==> src/rtl/act_unit.sv <==
// act_unit: multi-lane activation stage (bypass/ReLU/clamp/leaky) with skid buffer.
// Define ACT_ZCNT_EN to build the saturating zero-lane counter.
module act_unit #(
  parameter int DATA_W     = 8,
  parameter int LANES      = 4,
  parameter int CLAMP_MAX  = 96,
  parameter int LEAK_SHIFT = 3,
  parameter int ZCNT_W     = 16
) (
  input  logic                    clk,
  input  logic                    reset,
  input  logic [1:0]              mode,
  input  logic                    in_valid,
  output logic                    in_ready,
  input  logic [LANES*DATA_W-1:0] in_data,
  output logic                    out_valid,
  input  logic                    out_ready,
  output logic [LANES*DATA_W-1:0] out_data,
  input  logic                    zcnt_clr,
  output logic [ZCNT_W-1:0]       zcnt
);

  localparam int BW = LANES * DATA_W;
  localparam logic signed [DATA_W-1:0] LP_CMAX = DATA_W'(CLAMP_MAX);

  function automatic logic [DATA_W-1:0] f_act(
    input logic [1:0]               m,
    input logic signed [DATA_W-1:0] x
  );
    logic [DATA_W-1:0] y;
    unique case (m)
      2'b00: y = x;
      2'b01: y = x[DATA_W-1] ? '0 : x;
      2'b10: y = x[DATA_W-1] ? '0 :
                 (x > LP_CMAX) ? LP_CMAX : x;
      2'b11: y = x[DATA_W-1] ? (x >>> LEAK_SHIFT) : x;
      default: y = x;
    endcase
    return y;
  endfunction

  logic [BW-1:0] w_act;
  logic [BW-1:0] r_or_d;
  logic [BW-1:0] r_sk_d;
  logic          r_or_v;
  logic          r_sk_v;
  logic          w_acc;
  logic          w_rel;

  always_comb begin
    w_act = '0;
    for (int i = 0; i < LANES; i++) begin
      w_act[i*DATA_W +: DATA_W] =
        f_act(mode, in_data[i*DATA_W +: DATA_W]);
    end
  end

  assign in_ready  = reset & ~r_sk_v;
  assign out_valid = r_or_v;
  assign out_data  = r_or_d;
  assign w_acc     = in_valid & in_ready;
  assign w_rel     = r_or_v & out_ready;

  // An accept implies SK is empty, so SK->OR and accept->OR never collide.
  always_ff @(posedge clk or negedge reset) begin
    if (!reset) begin
      r_or_d <= '0;
      r_or_v <= 1'b0;
      r_sk_d <= '0;
      r_sk_v <= 1'b0;
    end else begin
      if (w_acc && (!r_or_v || w_rel)) begin
        r_or_d <= w_act;
        r_or_v <= 1'b1;
      end else if (w_rel && r_sk_v) begin
        r_or_d <= r_sk_d;
        r_sk_v <= 1'b0;
      end else if (w_rel) begin
        r_or_v <= 1'b0;
      end
      if (w_acc && r_or_v && !w_rel) begin
        r_sk_d <= w_act;
        r_sk_v <= 1'b1;
      end
    end
  end

`ifdef ACT_ZCNT_EN
  localparam int CW = $clog2(LANES + 1);

  logic [CW-1:0]     w_zl;
  logic [ZCNT_W:0]   w_sum;
  logic [ZCNT_W-1:0] w_zinc;
  logic [ZCNT_W-1:0] r_zcnt;

  always_comb begin
    w_zl = '0;
    for (int i = 0; i < LANES; i++) begin
      if (r_or_d[i*DATA_W +: DATA_W] == '0)
        w_zl = w_zl + CW'(1);
    end
  end

  assign w_sum  = {1'b0, r_zcnt} + (ZCNT_W+1)'(w_zl);
  assign w_zinc = w_sum[ZCNT_W] ? '1 : w_sum[ZCNT_W-1:0];

  always_ff @(posedge clk or negedge reset) begin
    if (!reset) begin
      r_zcnt <= '0;
    end else if (zcnt_clr) begin
      r_zcnt <= w_rel ? ZCNT_W'(w_zl) : '0;
    end else if (w_rel) begin
      r_zcnt <= w_zinc;
    end
  end

  assign zcnt = r_zcnt;
`else
  logic w_unused_clr;
  assign w_unused_clr = zcnt_clr;
  assign zcnt         = '0;
`endif

endmodule

==> config.mk <==
export PLATFORM = sky130hd
export DESIGN_NAME = act_unit
export DESIGN_NICKNAME = d
export VERILOG_FILES = /design/src/rtl/act_unit.sv
export SDC_FILE = /design/constraint.sdc
export NUM_CORES = 1
export LEC_CHECK = 0
export BUFFER_PORTS_ARGS = -buffer_cell sky130_fd_sc_hd__buf_2
export CAP_MARGIN = 20
export CORE_MARGIN = 2
export CORE_UTILIZATION = 35
export CTS_BUF_LIST = sky130_fd_sc_hd__clkbuf_4
export CTS_CLUSTER_SIZE = 16
export DETAILED_ROUTE_END_ITERATION = 6
export GPL_TIMING_DRIVEN = 1
export HOLD_SLACK_MARGIN = 0.02
export SETUP_SLACK_MARGIN = 0.5
export SYNTH_ARGS = -nofsm -noshare
export SYNTH_HDL_FRONTEND = slang
export SYNTH_SLANG_ARGS = --single-unit
==> constraint.sdc <==
create_clock -name clk -period 2.9 [get_ports clk]
set_input_delay 0.58 -clock clk [delete_from_list [all_inputs] [get_ports clk]]
set_output_delay 0.58 -clock clk [all_outputs]
set_load 0.02 [all_outputs]
Word-level counts from Yosys, hierarchy flattened
Index checks and enable logic that the tools add are counted.
- reduce and logical (&&, ||, !) cells: 13
- mux-type cells: 28
- bitwise operators: 4
- equal/unequal tests: 5
- magnitude comparators: 4
- operators with widths (kind ; number):
    $pmux 8 s4 ; 4
    $mux 7 ; 12
    $mux 32 ; 2
    $gt 8x8->1 const B ; 4
    $mux 8 ; 4
    $mux 1 ; 6
    $reduce_bool 2->1 ; 3
    $eq 2x2->1 const B ; 2
    $logic_and 1x1->1 ; 4
    $reduce_and 2->1 ; 2
    $and 1x1->1 ; 3
    $eq 2x1->1 const B ; 1
    $logic_not 1->1 ; 2
    $logic_not 2->1 ; 1
    $ne 2x1->1 const B ; 1
    $ne 2x2->1 const B ; 1
    $logic_or 1x1->1 ; 1
    $not 1->1 ; 1
- output and inout bits: 50
- register bits after elaboration: 66
- word-level logic and storage cells: 58

Depth between registers and ports, before layout
Gate-level depths: netlist (run 1).
- depth after elaboration: 7
- depth in mapped cells: 6

Worst setup path after synthesis (run 1)
OpenSTA, ideal clock, no wires.
- kind: in2reg
- start: in reset
- end: reg r_sk_d[17]
- buffers on the path: 1
- data arrival time: 1.733 ns
- path slack: 1.042 ns
- stages on the path: 4
- cells stage by stage: nor2b_1 nand3_1 clkbuf_1 mux2_2
- longest elaborated chain between the ends: 4
- ends and longest elaborated chain (element ; line ; RTL):
    start: declaration ; 11 ; input logic reset,
    $and 1x1->1 ; 58 ; assign in_ready = reset & ~r_sk_v;
    $and 1x1->1 ; 61 ; assign w_acc = in_valid & in_ready;
    $logic_and 1x1->1 (2 in series) ; 81 ; if (w_acc && r_or_v && !w_rel) begin
    end signal: assignment ; 82 ; r_sk_d <= w_act;
    end: declaration ; 44 ; logic [BW-1:0] r_sk_d;
No other way between the ends.
A chain may end at the register's enable or synchronous reset.

Final worst setup path (run 1)
- start: reg r_sk_v
- end: reg r_or_d[19] (netlist: out_data[19])
- longest elaborated chain between the ends: 5
- elaborated cells on any way between the ends: 7
- classes of those cells: mux (1); bitwise (3); reduce/logical (3)
- ends and longest elaborated chain (element ; line ; RTL):
    start: declaration ; 46 ; logic r_sk_v;
    start signal: assignment ; 70 ; r_sk_v <= 1'b0;
    start signal: assignment ; 77 ; r_sk_v <= 1'b0;
    start signal: assignment ; 83 ; r_sk_v <= 1'b1;
    $not 1->1 ; 58 ;
    $and 1x1->1 ; 58 ;
    $and 1x1->1 ; 61 ;
    $logic_and 1x1->1 ; 72 ; if (w_acc && (!r_or_v || w_rel)) begin
    $mux 32 / $reduce_bool 2->1 (equally long branches) ; - ;
    end signal: assignment ; 73 ; r_or_d <= w_act;
    end signal: assignment ; 76 ; r_or_d <= r_sk_d;
    end: declaration ; 43 ; logic [BW-1:0] r_or_d;
Several ways; a longest one is shown, not always the timed one.

==> qor.yml, run 1 <==
status:
  outcome: "complete, no violations"
timing:
  timing.final.hold_violations: 0
  min_period_ns: 1.94
  max_freq_mhz: 516
  fin_hold_ws_ns: 0.0460
  skew_ns: 0.0106
  worst_pin_slew_ns: 0.696
  finalCritPeriodShare: 0.668
  slew_violations: 0
  tns_ns: 0
  setup_viol: 0
  slew_headroom: 0.536
  grt_setup_unrepaired: "false"
global_routing:
  grt_pass1_wl_um: 13200
  overflow: 0
  antenna_found_initial: 0
  grt_usage: 0.167
  grt_pass1_vias: 2563
  grt_max_degree: 56
power_and_ir_drop:
  combPwrFrac: 0.370
  clkPwrFrac: 0.180
  seq_power_share: 0.450
  switching_share: 0.379
  peakVddDrop_uv: 262
  intPower_mw: 2.11
  cellLeakagePower_nw: 1.87
  p_sw_mw: 1.29
  power_density_nw_per_um2: 887
hold_path:
  hold_path_class: "in2async"
critical_path:
  cp-end-kind: "flip-flop"
  arrival_ns: 2.24
  path_class: "reg2reg"
  cp.required_ns: 3.20
  crit_path_max_fanout: 21
  cp-start-kind: "flip-flop"
cells_and_area:
  area_growth_pct: 15.8
  final_nets: 432
  n_antenna_cell: 0
  instances_no_fill: 509
  layout-drive-gt1-share: 0.254
synth:
  yosys_warnings: 0
  ys_dominant_reg_cell: "dfrtp_1"
  async_reset_ff_frac: 1.00
  synth.most_common_cell: "dfrtp_1"
  netlist_area_um2: 3310
  synthTopCellsByArea: "dfrtp_1 50%, a221o_1 9.7%, nand2_1 4.4%, buf_4 3.6%, o21ai_0 3.3%"
  yosys.area.top_type_share: 0.499
  netlist_instances: 330
  synthDistinctLibCells: 35
  yosysTopAreaCell: "dfrtp_1"
  synth-seq-cells: 66
  postSynthAreaPerCell_um2: 10.0
  ys_seq_area_frac: 0.499
  ys_top_cells_by_count: "66 x dfrtp_1, 39 x nand2_1, 32 x a221o_1"
  synth_edf_count: 0
drt:
  met3_length_um: 411
  wl_per_cell_um: 16.2
  top_layer_used: "met4"
  drt-initial-drc-count: 123
  viasPerCell: 5.34
  num_vias: 2719
  routed_wl_um: 8220
  drc: 0
  antenna_left: 0
  detail_route.first_pass.iterations: 6
  drt-met1-wl_um: 3980
  route.met2.wl_um: 3710
floorplanning:
  core-area_um2: 9200
  rows: 35
  initial_core_util: 0.360
  die-height_um: 101
  die_w_um: 101
  boundaryPins: 89
  fp.dieArea_um2: 10300
placed_design:
  dp.cells: 493
  numPortBuffers: 71
  place.gp.congestion: 0.826
  dp_hpwl_um: 5490
cts:
  clock_tree.buffer_depth: 2
  holdBufCountCts: 0
  clock-root-buffer: "clkbuf_4"
  cts_sinks: 66
  cts_tree: "yes"
  path_clk_slew_ns: 0.11
  cts_resized: 0
  clock_latency_ns: 0.41
  h-tree-depth: 3
  numCtsBuffers: 9
  post_cts_buffers: 0
run:
  drv_cap: 0
[state kept, by name, indices dropped and copies added (netlist names)]
signal and count:
out_valid 1, r_sk_d 32, r_sk_v 1, out_data 32
[layer usage]
| layer | track usage | vias up |
|---|---|---|
| li1 | - | 1323 |
| met3 | 0.0428 | 10 |
| met4 | 0.0655 | 0 |
| met2 | 0.249 | 69 |
| met1 | 0.234 | 1317 |
| met5 | 0 | - |
[area by class of cell]
cell class	count	area, um^2
tap	111	139
fill	944	5360
clock inverter	4	42.5
timing repair buffer	77	413
inverter	7	26.3
sequential	66	1650
multi-input combinational	232	1470
clock buffer	12	90.1
[cells in the final DEF (no fill, tap or decap), drive strengths merged, types with 2 or more instances in the layout]
master	synthesis	layout
a2111oi	2	2
a21boi	3	3
a21oi	15	15
a221o	32	32
a22o	7	7
a22oi	12	12
and2	11	11
and3	9	9
buf	26	77
clkbuf	14	12
clkinv	0	3
conb	1	16
dfrtp	66	66
inv	7	7
mux2	4	4
nand2	39	39
nand3	3	3
nor2	16	16
nor2b	2	2
nor3	10	10
nor4	4	4
o21ai	23	23
o22ai	5	5
o31ai	12	12
[final timing paths]
path	start	endpoint	slack (ns)	depth (start not counted)
max	r_sk_v	out_data[19]	0.96	5
min	reset	out_data[25]	0.05	1
max reg2reg	r_sk_v	out_data[19]	0.96	5
min reg2reg	r_sk_d[24]	r_sk_d[24]	0.48	2
max in group asynchronous	reset	out_data[18]	1.86	2
min in group clk	r_sk_d[24]	r_sk_d[24]	0.48	2
[power groups by stage]
stage               clock network, mW  registers (mW)  logic, mW
global route                    0.670            1.57       1.38
detailed placement                  0            1.54       1.28
global placement                    0            1.54       1.25
finish                          0.613            1.53       1.26
CTS                             0.631            1.53       1.28
floorplan                           0            1.77      0.598
[logic make-up (layout without fill, tap and decap cells)]
kind of cell,count (synthesis),in the layout,share of synthesized area
muxes,4,4,0.0136
DFF,66,66,0.499
and+or+nand+nor,98,98,0.143
buffers and inverters,47,100,0.0763
other,1,16,0.00113
AOI/OAI and AO/OA,113,113,0.265
xor gates and xnor gates,1,1,0.00264
[critical path, cell delays in order (launching register included)]
cell,delay [ns]
dfrtp_1,0.43
nand3b_1,0.22
nor2_2,0.37
nor2_2,0.25
buf_12,0.22
a221o_1,0.35
[stage by stage]
stage           util  setup slack [ns]  instance area [um^2]  power (mW)
2_1_floorplan      -              1.04                  3370        2.37
3_3_place_gp   0.402             0.555                  3700        2.79
3_5_place_dp   0.402             0.515                  3700        2.82
4_1_cts        0.417             0.957                  3830        3.44
5_1_grt        0.417             0.853                  3830        3.63
6_report       0.417             0.963                  3830        3.40
(Power assumes the default switching activity.)
==> run 2, diff against run 1 <==
- ABC_AREA: default -> 1
- clock period: 2.9 -> 1.63 ns (I/O delays scaled with it)
==> run 2 against run 1 <==
Hold slack improved by 0.17 ns. Area after synthesis up 8.8%. Register-to-register slack worse by 0.80 ns. Non-clock buffer count up 51. Clock skew increased by 0.0094 ns. Critical endpoint is now out_data[8]. Clock-buffer cell count is 2 lower. Synthesized cell count increased by 52%.
==> qor.yml, run 2 <==
power_and_ir_drop:
  power.total_mw: 8.45  # +150%
  power_density_nw_per_um2: 1560  # +76%
  cellLeakagePower_nw: 2.85  # +52%
  peakVddDrop_uv: 795  # +200%
placed_design:
  dp_hpwl_um: 6470  # +18%
  dp.cells: 697  # +41%
  place.gp.congestion: 0.891  # +7.9%
  numPortBuffers: 71  # unchanged
floorplanning:
  rows: 37  # +5.7%
  core-area_um2: 10100  # +10%
  die_w_um: 105  # +4.1%
  die-height_um: 105  # +4.1%
  boundaryPins: 89  # unchanged
  initial_core_util: 0.355  # -0.00484
  fp.dieArea_um2: 11100  # +8.4%
critical_path:
  cp.required_ns: 2.01  # -1.19 ns
  critPathMaxStageDelay_ns: 0.43  # about the same
  slowest_stage: "dfrtp_2"
  cp-end-kind: "flip-flop"
  path_class: "reg2reg"
  arrival_ns: 1.85  # -0.39 ns
  worst-r2r-cell-count: 10  # +5
  cp-start-kind: "flip-flop"
  crit_path_max_fanout: 8  # -62%
  crit_chain: "buf_6, buf_6, nand2_4, nor2_4, buf_12, buf_12, nand2_1, nand2_1, clkinv_1, nand2_1"
  startpoint: "r_sk_v"
  reg2reg_from: "r_sk_v"
  worst_path_most_repeated_cell: "nand2_1"
synth:
  synth.most_common_cell: "nand2_1"
  async_reset_ff_frac: 1.00  # unchanged
  synth-seq-cells: 66  # unchanged
  synthTopCellsByArea: "dfrtp_1 46%, nand2_1 21%, nand3_1 13%, buf_4 4.6%, nor2_1 2.8%"
  netlist_instances: 501  # +52%
  yosys_warnings: 0  # unchanged
  ys_top_cells_by_count: "199 x nand2_1, 93 x nand3_1, 66 x dfrtp_1"
  synthDistinctLibCells: 21  # -40%
  yosys.area.top_type_share: 0.458  # -0.0402
  synth_edf_count: 0  # unchanged
  netlist_area_um2: 3600  # +8.8%
  postSynthAreaPerCell_um2: 7.19  # -28%
  yosysTopAreaCell: "dfrtp_1"
  ys_seq_area_frac: 0.458  # -0.0402
  ys_dominant_reg_cell: "dfrtp_1"
drt:
  drc: 0  # unchanged
  detail_route.first_pass.iterations: 5  # -1
  wl_per_cell_um: 15.5  # -4.3%
  routed_wl_um: 11800  # +44%
  viasPerCell: 4.91  # -8.0%
  drt-initial-drc-count: 216  # +76%
  num_vias: 3758  # +38%
  antenna_left: 0  # unchanged
timing:
  slew_headroom: 0.430  # -0.106
  slew_violations: 0  # unchanged
  max_freq_mhz: 680  # +32%
  fin_hold_ws_ns: 0.217  # +0.171 ns
  finalCritPeriodShare: 0.902  # +0.234
  skew_ns: 0.0200  # +0.00941 ns
  min_period_ns: 1.47  # -0.467 ns
  worst_pin_slew_ns: 0.855  # +0.159 ns
  tns_ns: 0  # unchanged
  grt_setup_unrepaired: "true"
  timing.final.hold_violations: 0  # unchanged
  setup_viol: 0  # unchanged
status:
  outcome: "complete, no violations"
global_routing:
  use_met3: 0.0476  # +0.00483
  overflow: 0  # unchanged
  grt_use_met1: 0.274  # +0.0401
  grt_pass1_vias: 3641  # +42%
  grt_max_degree: 66  # +18%
  top_usage_layer: "met2"
  grt_pass1_wl_um: 18600  # +41%
  grt_util_met2: 0.359  # +0.110
  antenna_found_initial: 0  # unchanged
  grt_usage: 0.214  # +0.0466
cts:
  clock_latency_ns: 0.43  # +0.02 ns
  numCtsBuffers: 9  # unchanged
  cts_sinks: 66  # unchanged
  h-tree-depth: 3  # unchanged
  path_clk_slew_ns: 0.12  # about the same
  cts_tree: "yes"
  clock_tree.buffer_depth: 2  # unchanged
  clock-root-buffer: "clkbuf_4"
cells_and_area:
  final_util: 0.535  # +0.118
  area_growth_pct: 50.6
  layout_common_cells: "178 x nand2_1, 75 x nand3_1, 64 x dfrtp_1, 38 x buf_6, 37 x buf_2"
  mostFrequentLayoutCell: "nand2_1"
  n_antenna_cell: 0  # unchanged
  final_nets: 663  # +53%
  layout-drive-gt1-share: 0.351  # +0.0976
  instances_no_fill: 765  # +50%
run:
  drv_cap: 0  # unchanged
hold_path:
  hold_path_class: "in2async"
-- run 2: cell count changes in the layout (fill, tap and decap cells not counted), sizes merged, moves of 19 or more --
cell / delta
a221o: -32
buf: +49
inv: +37
nand2: +165
nand3: +92
nor2: +19
-- run 2: cell families (layout without fill, tap and decap cells) --
family	after synthesis	count (layout)	share of synthesized area
buffers and inverters	79	192	0.110
DFF	66	66	0.458
and+or+nand+nor	336	336	0.398
AOI/OAI and AO/OA	19	19	0.0320
other	1	16	0.00104
-- run 2: layout make-up --
type / count / area [um^2]
multi-input cells: 371 / 1860
fillers: 921 / 4710
well taps: 136 / 170
inverters: 45 / 205
clock buffers: 10 / 75.1
clock inverters: 6 / 105
flip-flops and latches: 66 / 1650
repair buffers: 128 / 1320
repair inverters: 3 / 38.8
-- run 2: per-layer routing --
| layer | share of wire | vias up | routed length [um] |
|---|---|---|---|
| met3 | 0.063 | 27 | 750 |
| met4 | 0.025 | 0 | 291 |
| met1 | 0.44 | 1766 | 5150 |
| li1 | - | 1809 | - |
| met5 | 0 | - | 0 |
| met2 | 0.48 | 156 | 5630 |
-- run 2: through the flow --
stage / worst slack [ns] / cell area [um^2]
2_1_floorplan: 0.459 / 3720
3_3_place_gp: 0.114 / 4070
3_5_place_dp: 0.0599 / 4070
4_1_cts: 0.203 / 5070
5_1_grt: 0.104 / 5420
6_report: 0.159 / 5420
-- run 2: path summary, 6_finish.rpt --
check	end	slack [ns]
max	out_data[8]	0.16
min	r_sk_d[21]	0.22
max reg2reg	out_data[8]	0.16
min reg2reg	r_sk_d[11]	0.49
max in group asynchronous	r_sk_v	0.80
min in group clk	r_sk_d[29]	0.23
-- run 2: worst max-delay path: cells and delay by family (launching register included) --
kind / cells / cell delay [ns]
buf+inv: 5 / 0.59
flops: 1 / 0.43
simple gates: 5 / 0.43
-- run 2: timing repair --
item / in CTS / in global routing
hold buffers: 1 / 0
cloned: 9 / 3
hold endpoints to repair: 1 / 0
gates resized for setup: 96 / 63
pin swaps: 2 / 30
setup endpoints to repair: 99 / 99
buffers inserted: 30 / 9
-- run 2: report_power, final --
part           internal (mW)  switching, mW  total (mW)  leakage [nW]
Sequential              2.38          0.524        2.91         0.834
Clock                  0.784          0.633        1.42        0.0917
Combinational           2.07           2.05        4.13          1.92
Total                   5.24           3.21        8.45          2.85
==> run 3, diff against run 2 <==
- PLACE_DENSITY: default -> 0.57
- SLEW_MARGIN: default -> 5
==> run 3 against run 2 <==
Die area unchanged. Critical path depth down 2. Maximum frequency rose by 2.5%. Clock skew is 0.0061 ns lower. Utilization down 4.6 points. Highest routed layer unchanged.
==> qor.yml, run 3 (synthesized netlist as in run 2, its figures left out) <==
global_routing:
  antenna_found_initial: 0  # unchanged
  grt_use_met1: 0.247  # -0.0268
  grt_util_met2: 0.314  # -0.0447
  grt_pass1_wl_um: 16800  # -9.9%
  top_usage_layer: "met2"
  use_met3: 0.0458  # -0.00186
  overflow: 0  # unchanged
  grt_usage: 0.191  # -0.0229
  grt_pass1_vias: 3476  # -4.5%
  grt_max_degree: 63  # -4.5%
timing:
  skew_ns: 0.0139  # -0.00605 ns
  slew_violations: 0  # unchanged
  grt_setup_unrepaired: "true"
  timing.final.hold_violations: 0  # unchanged
  min_period_ns: 1.43  # -0.0359 ns
  layout_setup_ws_ns: 0.195  # +0.0359 ns
  worst_pin_slew_ns: 0.808  # -0.0466 ns
  slew_headroom: 0.461  # +0.0311
  setup_viol: 0  # unchanged
  tns_ns: 0  # unchanged
  finalCritPeriodShare: 0.880  # -0.0220
  max_freq_mhz: 697  # +2.5%
critical_path:
  cp-start-kind: "flip-flop"
  crit_chain: "buf_6, inv_4, nand3_4, nor2_4, buf_12, clkbuf_16, nor2_1, a31oi_1"
  cp.required_ns: 1.97  # -0.04 ns
  startpoint: "r_sk_v"
  arrival_ns: 1.78  # -0.07 ns
  path_class: "reg2reg"
  slowest_stage: "dfrtp_2"
  cp-end-kind: "flip-flop"
  reg2reg_from: "r_sk_v"
  crit_path_max_fanout: 5  # -3
  critPathMaxStageDelay_ns: 0.45  # +0.02 ns
placed_design:
  dp.cells: 699  # +0.29%
  numPortBuffers: 71  # unchanged
  pre_cts_slack_ns: 0.0618  # +0.00193 ns
  place.gp.congestion: 0.931  # +4.4%
  dp_hpwl_um: 6510  # +0.64%
drt:
  num_vias: 3615  # -3.8%
  viasPerCell: 4.81  # -2.0%
  drt-initial-drc-count: 189  # -13%
  detail_route.first_pass.iterations: 4  # -1
  routed_wl_um: 10700  # -9.7%
  wl_per_cell_um: 14.2  # -8.0%
  drc: 0  # unchanged
  antenna_left: 0  # unchanged
cts:
  cts_sinks: 66  # unchanged
  h-tree-depth: 3  # unchanged
  numCtsBuffers: 9  # unchanged
  clock-root-buffer: "clkbuf_4"
  cts_tree: "yes"
  path_clk_slew_ns: 0.11  # about the same
  clock_tree.buffer_depth: 2  # unchanged
  clock_latency_ns: 0.42  # about the same
cells_and_area:
  layout_common_cells: "196 x nand2_1, 88 x nand3_1, 64 x dfrtp_1, 37 x buf_2, 37 x buf_6"
  final_util: 0.489  # -0.0455
  final_nets: 650  # -2.0%
  mostFrequentLayoutCell: "nand2_1"
  fillers: 999  # +8.5%
  n_antenna_cell: 0  # unchanged
  area_growth_pct: 37.8
  instances_no_fill: 751  # -1.8%
  layout-drive-gt1-share: 0.273  # -0.0782
power_and_ir_drop:
  cellLeakagePower_nw: 2.65  # -7.0%
  peakVddDrop_uv: 764  # -3.9%
  power.total_mw: 7.46  # -12%
  power_density_nw_per_um2: 1500  # -3.5%
floorplanning:
  die_w_um: 105  # unchanged
  boundaryPins: 89  # unchanged
  rows: 37  # unchanged
  fp.dieArea_um2: 11100  # unchanged
  initial_core_util: 0.355  # unchanged
  die-height_um: 105  # unchanged
  core-area_um2: 10100  # unchanged
status:
  outcome: "complete, no violations"
hold_path:
  hold_path_class: "in2async"
run:
  drv_cap: 0  # unchanged
run 3: what timing repair did:
| item | in CTS | in global routing |
|---|---|---|
| endpoints found under the setup margin | 99 | 99 |
| hold buffers | 1 | 0 |
| endpoints found under the hold margin | 4 | 0 |
| gates resized for setup | 90 | 19 |
| setup buffers | 15 | 14 |
| gates cloned | 2 | 5 |
| pin swaps | 1 | 5 |
run 3: final cells by class:
type | instances | area (um^2) | area share
timing repair buffer | 117 | 1130 | 0.227
tap | 136 | 170 | 0.0343
sequential | 66 | 1650 | 0.333
clock inverter | 5 | 46.3 | 0.00933
timing repair inverter | 1 | 11.3 | 0.00227
inverter | 45 | 196 | 0.0396
multi-input combinational | 371 | 1680 | 0.339
clock buffer | 10 | 75.1 | 0.0151
run 3: power by group:
part | internal [mW] | switching, mW
clock network | 0.460 | 0.571
logic | 1.77 | 1.80
registers | 2.38 | 0.480
run 3: metrics by stage:
| stage | hold WS (ns) | instance area (um^2) |
|---|---|---|
| 2_1_floorplan | 0.0304 | 3720 |
| 3_3_place_gp | 0.180 | 4090 |
| 3_5_place_dp | 0.182 | 4090 |
| 4_1_cts | 0.217 | 4680 |
| 5_1_grt | 0.219 | 4960 |
| 6_report | 0.209 | 4960 |
run 3: critical path: cells and delay by family (launching register included):
kind / cells / cell delay (ns)
buffers and inverters: 4 / 0.49
flip-flops: 1 / 0.45
AND/OR/NAND/NOR: 3 / 0.29
AO/OA/AOI/OAI: 1 / 0.13
run 3: final timing paths:
kind	to	depth (start not counted)	slack [ns]
setup reg to reg	r_sk_d[29]	8	0.20
min in group clk	r_sk_d[6]	3	0.23
hold reg to reg	r_sk_d[3]	2	0.48
hold / removal	out_data[31]	2	0.21
max in group asynchronous	r_sk_d[16]	2	0.89
setup / recovery	r_sk_d[29]	8	0.20
run 3: layer usage:
| metal | vias to the layer above | wire length (um) |
|---|---|---|
| li1 | 1776 | - |
| met1 | 1698 | 4720 |
| met2 | 127 | 4990 |
| met3 | 14 | 827 |
| met4 | 0 | 151 |
| met5 | - | 0 |
